--- src/rtl/issue_pkg.sv ---
// issue_pkg: decoded-instruction bundle, load shadow
// and hazard/bypass helpers for the dual-issue queue.
package issue_pkg;

  localparam logic [5:0] WB_SEL_LOAD = 6'b000010;

  typedef struct packed {
    logic [31:0] pc;
    logic [31:0] imm;
    logic [4:0]  rf_raddr1;
    logic [4:0]  rf_raddr2;
    logic        rf_re1;
    logic        rf_re2;
    logic [2:0]  alu_src_sel1;
    logic [2:0]  alu_src_sel2;
    logic [11:0] alu_op;
    logic [3:0]  br_type;
    logic        br_pd;
    logic        rf_we;
    logic [4:0]  rf_waddr;
    logic        mem_we;
    logic [2:0]  mem_type;
    logic        is_load;
    logic [5:0]  wb_mux_select;
  } decoded_inst_t;

  typedef struct packed {
    logic       v;
    logic [4:0] rd;
  } ld_shadow_t;

  function automatic logic is_ld(
    input decoded_inst_t i
  );
    return i.is_load ||
      (i.wb_mux_select == WB_SEL_LOAD);
  endfunction

  function automatic logic is_mem(
    input decoded_inst_t i
  );
    return i.mem_we || is_ld(i);
  endfunction

  // r0 is never a real dependency
  function automatic logic reads_reg(
    input decoded_inst_t i,
    input logic [4:0]    r
  );
    return (r != 5'd0) &&
      ((i.rf_re1 && i.rf_raddr1 == r) ||
       (i.rf_re2 && i.rf_raddr2 == r));
  endfunction

  function automatic logic [31:0] bypass(
    input logic [4:0]  ra,
    input logic [31:0] rd,
    input logic        we_a,
    input logic [4:0]  wa_a,
    input logic [31:0] wd_a,
    input logic        we_b,
    input logic [4:0]  wa_b,
    input logic [31:0] wd_b
  );
    if (ra == 5'd0) return rd;
    if (we_b && wa_b == ra) return wd_b;
    if (we_a && wa_a == ra) return wd_a;
    return rd;
  endfunction

endpackage

--- src/rtl/issue_fifo.sv ---
// issue_fifo: 2-push/2-pop circular buffer exposing
// the two oldest entries to the issue selector.
module issue_fifo
  import issue_pkg::*;
#(
  parameter int DEPTH = 8
) (
  input  logic                    clk,
  input  logic                    rstn,
  input  logic                    flush,
  input  logic [1:0]              push_n,
  input  logic [1:0]              pop_n,
  input  decoded_inst_t           push0,
  input  decoded_inst_t           push1,
  output decoded_inst_t           h0,
  output decoded_inst_t           h1,
  output logic                    h0_v,
  output logic                    h1_v,
  output logic [$clog2(DEPTH):0]  count
);

  localparam int AW = $clog2(DEPTH);
  localparam int CW = AW + 1;

  decoded_inst_t  mem [DEPTH];
  logic [AW-1:0]  head;
  logic [AW-1:0]  tail;

  assign h0   = mem[head];
  assign h1   = mem[head + AW'(1)];
  assign h0_v = count != '0;
  assign h1_v = count > CW'(1);

  // pop is applied before push; pointers wrap naturally
  always_ff @(posedge clk or negedge rstn) begin
    if (!rstn) begin
      head  <= '0;
      tail  <= '0;
      count <= '0;
      for (int i = 0; i < DEPTH; i++)
        mem[i] <= '0;
    end else if (flush) begin
      head  <= '0;
      tail  <= '0;
      count <= '0;
    end else begin
      head  <= head + AW'(pop_n);
      tail  <= tail + AW'(push_n);
      count <= count - CW'(pop_n)
             + CW'(push_n);
      if (push_n != 2'd0)
        mem[tail] <= push0;
      if (push_n == 2'd2)
        mem[tail + AW'(1)] <= push1;
    end
  end

endmodule

--- src/rtl/issue_queue.sv ---
// issue_queue: dual-issue selector with load-use
// tracking, WB bypass and registered EX bundle.
module issue_queue
  import issue_pkg::*;
#(
  parameter int DEPTH = 8
) (
  input  logic          clk,
  input  logic          rstn,
  input  logic [1:0]    in_valid,
  input  decoded_inst_t in_inst0,
  input  decoded_inst_t in_inst1,
  output logic          in_ready,
  output logic [4:0]    rf_raddr_a1,
  output logic [4:0]    rf_raddr_a2,
  output logic [4:0]    rf_raddr_b1,
  output logic [4:0]    rf_raddr_b2,
  input  logic [31:0]   rf_rdata_a1,
  input  logic [31:0]   rf_rdata_a2,
  input  logic [31:0]   rf_rdata_b1,
  input  logic [31:0]   rf_rdata_b2,
  input  logic          WB_rf_we_a,
  input  logic          WB_rf_we_b,
  input  logic [4:0]    WB_rf_waddr_a,
  input  logic [4:0]    WB_rf_waddr_b,
  input  logic [31:0]   WB_rf_wdata_a,
  input  logic [31:0]   WB_rf_wdata_b,
  input  logic          EX_br,
  input  logic          stall_dcache,
  output logic          EX_valid_a,
  output logic          EX_valid_b,
  output decoded_inst_t EX_inst_a,
  output decoded_inst_t EX_inst_b,
  output logic [31:0]   EX_rf_rdata_a1,
  output logic [31:0]   EX_rf_rdata_a2,
  output logic [31:0]   EX_rf_rdata_b1,
  output logic [31:0]   EX_rf_rdata_b2
);

  localparam int CW = $clog2(DEPTH) + 1;

  logic [CW-1:0]  count;
  decoded_inst_t  h0, h1;
  logic           h0_v, h1_v;
  logic [1:0]     push_n, pop_n, pop_sel;
  ld_shadow_t     ex_ld, mem_ld;
  decoded_inst_t  sel_a, sel_b;
  logic           iss_a, iss_b;
  logic           h0_blk, h1_blk;
  logic           h0_mem, pair_ok;
  logic [31:0]    op_a1, op_a2, op_b1, op_b2;

  issue_fifo #(.DEPTH(DEPTH)) u_fifo (
    .clk    (clk),
    .rstn   (rstn),
    .flush  (EX_br),
    .push_n (push_n),
    .pop_n  (pop_n),
    .push0  (in_inst0),
    .push1  (in_inst1),
    .h0     (h0),
    .h1     (h1),
    .h0_v   (h0_v),
    .h1_v   (h1_v),
    .count  (count)
  );

  assign in_ready = !stall_dcache &&
    (count <= CW'(DEPTH - 2));

  assign push_n = (EX_br || !in_ready) ? 2'd0 :
    (in_valid == 2'b11) ? 2'd2 :
    (in_valid == 2'b01) ? 2'd1 : 2'd0;

  assign pop_n = (EX_br || stall_dcache) ?
    2'd0 : pop_sel;

  assign h0_blk =
    (ex_ld.v  && reads_reg(h0, ex_ld.rd)) ||
    (mem_ld.v && reads_reg(h0, mem_ld.rd));
  assign h1_blk =
    (ex_ld.v  && reads_reg(h1, ex_ld.rd)) ||
    (mem_ld.v && reads_reg(h1, mem_ld.rd));

  assign h0_mem  = is_mem(h0);
  assign pair_ok = h1_v && !h0_mem &&
    (h0.br_type == 4'd0) && !h1_blk &&
    !(h0.rf_we && reads_reg(h1, h0.rf_waddr));

  always_comb begin
    iss_a   = 1'b0;
    iss_b   = 1'b0;
    sel_a   = '0;
    sel_b   = '0;
    pop_sel = 2'd0;
    if (h0_v && !h0_blk) begin
      unique case (1'b1)
        h0_mem: begin
          iss_b   = 1'b1;
          sel_b   = h0;
          pop_sel = 2'd1;
        end
        pair_ok: begin
          iss_a   = 1'b1;
          iss_b   = 1'b1;
          sel_a   = h0;
          sel_b   = h1;
          pop_sel = 2'd2;
        end
        default: begin
          iss_a   = 1'b1;
          sel_a   = h0;
          pop_sel = 2'd1;
        end
      endcase
    end
  end

  assign rf_raddr_a1 = sel_a.rf_raddr1;
  assign rf_raddr_a2 = sel_a.rf_raddr2;
  assign rf_raddr_b1 = sel_b.rf_raddr1;
  assign rf_raddr_b2 = sel_b.rf_raddr2;

  assign op_a1 = bypass(rf_raddr_a1, rf_rdata_a1,
    WB_rf_we_a, WB_rf_waddr_a, WB_rf_wdata_a,
    WB_rf_we_b, WB_rf_waddr_b, WB_rf_wdata_b);
  assign op_a2 = bypass(rf_raddr_a2, rf_rdata_a2,
    WB_rf_we_a, WB_rf_waddr_a, WB_rf_wdata_a,
    WB_rf_we_b, WB_rf_waddr_b, WB_rf_wdata_b);
  assign op_b1 = bypass(rf_raddr_b1, rf_rdata_b1,
    WB_rf_we_a, WB_rf_waddr_a, WB_rf_wdata_a,
    WB_rf_we_b, WB_rf_waddr_b, WB_rf_wdata_b);
  assign op_b2 = bypass(rf_raddr_b2, rf_rdata_b2,
    WB_rf_we_a, WB_rf_waddr_a, WB_rf_wdata_a,
    WB_rf_we_b, WB_rf_waddr_b, WB_rf_wdata_b);

  // loads only ever issue in slot B
  always_ff @(posedge clk or negedge rstn) begin
    if (!rstn) begin
      EX_valid_a     <= 1'b0;
      EX_valid_b     <= 1'b0;
      EX_inst_a      <= '0;
      EX_inst_b      <= '0;
      EX_rf_rdata_a1 <= '0;
      EX_rf_rdata_a2 <= '0;
      EX_rf_rdata_b1 <= '0;
      EX_rf_rdata_b2 <= '0;
      ex_ld          <= '0;
      mem_ld         <= '0;
    end else if (EX_br) begin
      EX_valid_a     <= 1'b0;
      EX_valid_b     <= 1'b0;
      EX_inst_a      <= '0;
      EX_inst_b      <= '0;
      EX_rf_rdata_a1 <= '0;
      EX_rf_rdata_a2 <= '0;
      EX_rf_rdata_b1 <= '0;
      EX_rf_rdata_b2 <= '0;
      ex_ld          <= '0;
      mem_ld         <= ex_ld;
    end else if (!stall_dcache) begin
      EX_valid_a     <= iss_a;
      EX_valid_b     <= iss_b;
      EX_inst_a      <= sel_a;
      EX_inst_b      <= sel_b;
      EX_rf_rdata_a1 <= iss_a ? op_a1 : '0;
      EX_rf_rdata_a2 <= iss_a ? op_a2 : '0;
      EX_rf_rdata_b1 <= iss_b ? op_b1 : '0;
      EX_rf_rdata_b2 <= iss_b ? op_b2 : '0;
      ex_ld <= '{v:  iss_b && is_ld(sel_b),
                 rd: sel_b.rf_waddr};
      mem_ld <= ex_ld;
    end
  end

  a_no_hi_only: assert property (
    @(posedge clk) disable iff (!rstn)
    in_valid != 2'b10);

  a_no_overrun: assert property (
    @(posedge clk) disable iff (!rstn)
    !(in_valid != 2'b00 && !in_ready &&
      !stall_dcache && !EX_br));

endmodule

--- config.mk ---
export PLATFORM = sky130hd
export DESIGN_NAME = issue_queue
export DESIGN_NICKNAME = d
export VERILOG_FILES = /design/src/rtl/issue_pkg.sv /design/src/rtl/issue_fifo.sv /design/src/rtl/issue_queue.sv
export SDC_FILE = /design/constraint.sdc
export NUM_CORES = 2
export LEC_CHECK = 0
export ABC_AREA = 1
export CAP_MARGIN = 20
export CORE_MARGIN = 5
export CORE_UTILIZATION = 27
export CTS_CLUSTER_SIZE = 10
export DETAILED_ROUTE_END_ITERATION = 10
export RECOVER_POWER = 25
export SLEW_MARGIN = 10
export SYNTH_ARGS = -nofsm -noshare
export SYNTH_HDL_FRONTEND = slang
export SYNTH_SLANG_ARGS = --single-unit
--- constraint.sdc ---
create_clock -name clk -period 5.04 [get_ports clk]
set_clock_uncertainty 0.1 [all_clocks]
set_input_delay 1.008 -clock clk [delete_from_list [all_inputs] [get_ports clk]]
set_output_delay 1.008 -clock clk [all_outputs]
set_load 0.1 [all_outputs]
-- Word level (Yosys, flattened, before mapping)
Cells that the tools add are included.
- bitwise logic cells: 4
- reduce and logical (&&, ||, !) cells: 66
- magnitude comparators: 8
- multiplexer cells: 104
- equality and inequality tests: 24
- $add $sub $neg: 6
- operator list (kind ; count):
    928-bit 2-to-1 mux ; 3
    928-bit bitwise mux ; 2
    116-bit 2-to-1 mux ; 13
    32-bit 2-to-1 mux ; 36
    116-bit binary-select mux with 3-bit select ; 2
    116-bit demux with 3-bit select ; 2
    116-bit one-hot mux with 2 select lines ; 1
    5-bit equality test ; 18
    1-bit logical AND ; 37
    1-bit 2-to-1 mux ; 33
    6-bit 2-to-1 mux ; 4
    5-bit logical NOT ; 4
    4-bit >= comparator, second input constant ; 4
    3-bit inverter with 4-bit output ; 4
    5-bit nonzero test ; 3
    6-bit by 2-bit equality test with 1-bit output, second input constant ; 2
    1-bit logical OR ; 12
    2-bit 2-to-1 mux ; 5
    4-bit by 1-bit less-than comparator with 1-bit output, second input constant ; 2
    3-bit by 1-bit adder with 3-bit output, second input constant ; 2
    3-bit by 2-bit adder with 3-bit output ; 2
    1-bit logical NOT ; 6
    3-bit 2-to-1 mux ; 2
    4-bit by 2-bit adder with 4-bit output ; 1
    11 further kinds ; 12
- bits of input ports: 442
- word-level logic and storage cells: 395
- register bits: 1312

-- Longest topological paths before layout
- depth after elaboration: 28
- depth in mapped cells: 31
- depth with buffers taken out: 26

-- By module
From an unflattened synthesis, not the netlist that was laid out.
- cell total of the unflattened synthesis: 13591
- area, all modules: 86516.7 um^2
- by module, submodules not included (module ; sequential area each (um^2) ; area each (um^2) ; instances ; cells an instance):
    issue_fifo ; 23472.5 ; 64344.2 ; 1 ; 10246
    issue_queue ; 9233.9 ; 22172.5 ; 1 ; 3345

-- Worst setup path after synthesis
OpenSTA, ideal clock, no wires.
- path kind: input-to-reg
- start: in stall_dcache
- end: reg u_fifo.count[3]
- arrival: 4.930 ns
- setup slack: -0.068 ns
- stages: 15
- path buffers: 2
- cells stage by stage: inv_1 o21ai_0 a21oi_1 nand3_1 inv_1 nand2_1 clkbuf_1 clkbuf_1 fa_1 inv_1 ha_1 a21o_1 a21oi_1 o21ai_0 a21oi_1
- longest elaborated chain between the ends: 7
- elaborated cells on any way between the ends: 10
- those cells by class: 2 x add/sub; 3 x mux; 5 x reduce/logical
- RTL lines (element ; line ; text):
    start: declaration ; issue_queue.sv:29 ; input logic stall_dcache,
    1-bit logical NOT ; - ;
    1-bit logical AND ; issue_queue.sv:68 ; assign in_ready = !stall_dcache &&
    via in_ready ; issue_queue.sv:13 ; output logic in_ready,
    1-bit logical NOT ; issue_queue.sv:71 ; assign push_n = (EX_br || !in_ready) ? 2'd0 :
    1-bit logical OR ; issue_queue.sv:71 ;
    2-bit 2-to-1 mux ; issue_queue.sv:71 ;
    4-bit by 2-bit adder with 4-bit output ; issue_fifo.sv:50 ; + CW'(push_n);
    4-bit 2-to-1 mux ; issue_fifo.sv:42 ; end else if (flush) begin
    end signal: assignment ; issue_fifo.sv:49 ; count <= count - CW'(pop_n)
    end: declaration ; issue_fifo.sv:19 ; output logic [$clog2(DEPTH):0] count
The timed path passes the listed nets, and every way through them passes these cells.
A chain may end at the register's enable or synchronous reset.

-- Final worst setup path
- start: reg u_fifo.head[0]
- end: out rf_raddr_b2[1]
- longest elaborated chain between the ends: 16
- elaborated cells on any way between the ends: 62
- those cells by class: 1 x add/sub; 11 x eq/ne; 8 x mux; 2 x bitwise; 40 x reduce/logical
- RTL lines (element ; line ; text):
    start: declaration ; issue_fifo.sv:26 ; logic [AW-1:0] head;
    start signal: assignment ; issue_fifo.sv:47 ; head <= head + AW'(pop_n);
    3-bit by 1-bit adder with 3-bit output ; issue_fifo.sv:30 ; assign h1 = mem[head + AW'(1)];
    3-bit inverter with 4-bit output (implied by the code) ; issue_fifo.sv:30 ;
    116-bit binary-select mux with 3-bit select ; issue_fifo.sv:30 ;
    116-bit 2-to-1 mux (implied by the code) (2 in a row) ; issue_fifo.sv:30 ;
    5-bit equality test, on equally long branches ; issue_pkg.sv:51, issue_pkg.sv:52 ;
    1-bit logical AND, on equally long branches ; issue_pkg.sv:51, issue_pkg.sv:52 ;
    1-bit logical OR ; issue_pkg.sv:51 ; ((i.rf_re1 && i.rf_raddr1 == r) ||
    1-bit logical AND ; issue_pkg.sv:50 ; return (r != 5'd0) &&
    1-bit logical AND, on equally long branches ; issue_queue.sv:82, issue_queue.sv:83 ;
    1-bit logical OR ; issue_queue.sv:82 ; (ex_ld.v && reads_reg(h1, ex_ld.rd)) ||
    1-bit logical NOT ; issue_queue.sv:87 ; (h0.br_type == 4'd0) && !h1_blk &&
    1-bit logical AND (2 in a row) ; issue_queue.sv:87 ;
    116-bit one-hot mux with 2 select lines ; issue_queue.sv:97 ; unique case (1'b1)
    116-bit 2-to-1 mux (*) ; issue_queue.sv:96 ; if (h0_v && !h0_blk) begin
    end: declaration ; issue_queue.sv:17 ; output logic [4:0] rf_raddr_b2,
Every way passes the cells marked *; elsewhere a longest branch is shown, timed or not. The select of a mux whose other input is x is not followed.

==> run summary <==
Post-synth EDFFs: 0
Global-route wire length before repair: 577 mm
Post-route ant nets: 0
R2R depth: 22
Drt initial violations: 10300
Post-synthesis sequential area ratio: 41.1%
Worst path bufs/invs: 6
Outcome: finished with violations
Mapped Area: 0.0795 mm2
Die Area: 0.305 mm2
Crit path kind: register to output port
Max-cap violations: 2
FMAX: 194 MHz
Setup crit end kind: output port
Worst Tran Pin Value: 2.80 ns
Ys async rst share: 100%
R2r setup slk: 0.17 ns
Vias/cell: 5.48
Vias in the first global route: 80200
Grt met3 use: 5.36%
Clock Tree Buf Depth: 4
Worst-path clk slew: 0.07 ns
Post-DP HPWL: 264 mm
Synth cell types: 47
R2R Path End: u_fifo.count[2]
Clock sink count: 1307
H-tree depth: 4
Tot GR Track Use: 24.8%
CP startpoint: u_fifo.head[0]
Final Max Tran Viols: 111
PwrDens: 552 mW/mm2
Sw Pwr: 27100 uW
Pre-CTS setup slack: 0.312 ns
Core ar.: 0.294 mm2
CP delay by family, top: simple AND/OR/NAND/NOR gates
CP required: 3.93 ns
Failing checks: max-capacitance violations, max-slew violations, negative setup slack
Via count: 86700
Syn_area_per_cell: 6.99 um2
Final setup fails: 8
Synth Flop Type: dfrtp_1
Relative slew slack: -87.0%
Top Usage Layer GRT: met2
Logic pwr share: 51.3%
Commonest non-fill, non-tap cells in the layout: nand2_1, a21oi_1, dfrtp_1, inv_1, nor2_1
Cell area after layout: 0.0994 mm2
Met1 Usage GRT: 32.7%
Net Sw Frac: 49.4%
CTS root buffer: clkbuf_16
Placer Congestion: 0.984
Worst setup SP type: register
Largest net degree at the start of global routing: 255
Register bit total from synthesis: 1307
Post-DR wirelength/cell: 25.3 um
Die W: 553 um
Final #Nets: 12200
Clk_lat worst skew: 0.87 ns
Number of buffers created by CTS: 171
Die height: 553 um
R2r startpoint: u_fifo.head[0]
CP dominant cell by count: nand2_1
Final worst slack: -0.106 ns
Initial Util: 27.1%
Warnings, synthesis: 0
Hold Fails Final Rpt: 0
Gr ovfl total: 0
Worst Path Arrival: 4.04 ns
WHS Endpoint: EX_rf_rdata_a1[8]
Share of cells above drive strength 1: 7.28%
DRC viols: 0
FP Rows: 199
Syn nets: 11800
Peak supply drop: 0.408 mV
Hold_sp: EX_rf_rdata_a1[8]
Critical path's largest stage delay: 0.51 ns
I/O Buffers: 824
Class of the most critical hold timing path: register to register
Syn Inst Count: 11400
Pint: 27800 uW
Top Ports: 825
Initial antenna violation count: 41
Final wirelength: 400 mm
1st-pass router iterations: 6
Clock Power Share: 22.2%
Placed Area: 0.0924 mm2
Critical-path cell list: buf_12 > buf_4 > ha_4 > buf_12 > inv_16 > nand3_1 > nand2_1 > nand2_1 > nand2_4 > nand2_1 > nand2_1 > nor2_1 > nand3_1 > nand2_1 > nand2_2 > nand2_4 > nor2_8 > buf_4 > nand2_4 > a21oi_4 > buf_12
Commonest non-fill, non-tap cell in the layout: nand2_1
Worst path slowest cell: dfrtp_4
RSZ-0062 raised after global routing: yes
GRT met2 Usage: 39.0%
CTS tree: done
Tcrit/Tclk final: 102%
Leak: 0.0465 uW
Fin crit period: 5.15 ns
Hold Path Depth: 2
Seq pwr share: 26.5%
Area grow syn2layout: 25.0%
Crit-path max FO: 20
[worst max path at each step]
stage | end | cells after the start
after floorplan | rf_raddr_b1[1] | 18
after global placement | EX_rf_rdata_b2[3] | 24
after detailed placement | EX_rf_rdata_b2[3] | 22
after CTS | rf_raddr_b1[3] | 21
after global routing | rf_raddr_b2[1] | 16
final | rf_raddr_b2[1] | 21
[logic make-up (layout without fill, tap and decap cells)]
logic type               after synthesis  count (layout)  share of synthesized area, %
AND/OR/NAND/NOR                     4312            4314                          22.0
AO/OA/AOI/OAI                       3794            3794                          26.9
buffers and inverters               1937            2453                          9.58
flip-flops                          1307            1307                          41.1
adder cells (fa/ha/maj)               14              14                         0.258
XOR/XNOR                               8               8                         0.107
multiplexers                           2               2                        0.0252
other                                  0              14                             0
[per-layer routing]
layer  vias up  share of wire, %  wire, um
li1      39400                 -         -
met1     41600                41    162000
met2      4823                45    179000
met3       851               9.5     38100
met4        12               5.0     19900
met5         -             0.022        87
[power by group through the flow]
stage	registers, uW	logic [uW]	clock network, uW
after floorplan	18800	13100	0
after global placement	14600	26300	0
after detailed placement	14600	26400	0
after CTS	14500	27300	12400
after global routing	14800	30100	12800
final	14500	28100	12200
[sequential cells by signal, indices dropped and copies added, names as in the netlist]
signal / cells
EX_rf_rdata_b2: 32
EX_rf_rdata_a2: 32
mem_ld: 6
EX_valid_a: 1
EX_rf_rdata_a1: 32
u_fifo.head: 3
EX_valid_b: 1
u_fifo.mem: 928
ex_ld: 1
u_fifo.tail: 3
EX_inst_b: 116
u_fifo.count: 4
EX_rf_rdata_b1: 32
EX_inst_a: 116
[worst reg2reg max path, stage by stage (launching register included)]
cell and delay, ns:
dfrtp_4 0.51, buf_4 0.20, bufbuf_16 0.31, o211ai_1 0.20, nand3_1 0.19, nand2_2 0.24, nand2_1 0.07, o21ai_0 0.08
nor2_1 0.06, nand3_1 0.10, nand2_2 0.10, a21oi_4 0.29, nand2_4 0.17, buf_4 0.18, nor2_2 0.11, inv_1 0.16
nor2_1 0.46, ha_1 0.20, inv_1 0.04, ha_1 0.20, fa_1 0.44, xnor2_1 0.19, nor2_1 0.06
[per-stage QoR]
stage                     utilization (%)  TNS, ns  cells  total power (uW)  hold WS (ns)
final                                33.8   -0.315  15800             54800         0.377
after global routing                 33.8    -4.14  15800             57700         0.394
after CTS                            33.7   -0.112  15800             54200         0.378
after detailed placement             31.5        0  15400             41000         0.364
after global placement               31.5        0  15400             40900         0.361
after floorplan                         -        0  11400             31900         0.343
[synth_stat cells, types with 78 or more instances]
library cell,count,area [um2]
buf_2,88,440
nand4_1,130,813
inv_1,946,3550
dfrtp_1,1307,32700
o22ai_1,254,1590
nand2_1,2559,9610
a211oi_1,464,3480
clkbuf_1,762,2860
nand3_1,659,3300
nor2_1,922,3460
o21ai_0,835,4180
a21oi_1,1901,9510
buf_1,78,293
[area by class of cell]
class | instances | area, um2
clock inverters | 29 | 435
multi-input cells | 8132 | 40000
fillers | 31000 | 194000
flip-flops and latches | 1307 | 32700
well taps | 3919 | 4900
repair buffers | 1210 | 12700
inverters | 962 | 3690
diodes | 14 | 35.0
repair inverters | 5 | 46.3
clock buffers | 247 | 4900
[repair_timing]
item                       CTS  global route
hold endpoints to repair    45             0
setup endpoints to repair   20            20
setup buffers               39            28
gates cloned                15             3
resized for setup          109            96
pin swaps                   16            33
hold buffers                 1             0
No activity file was read; power rests on OpenSTA's default activity.
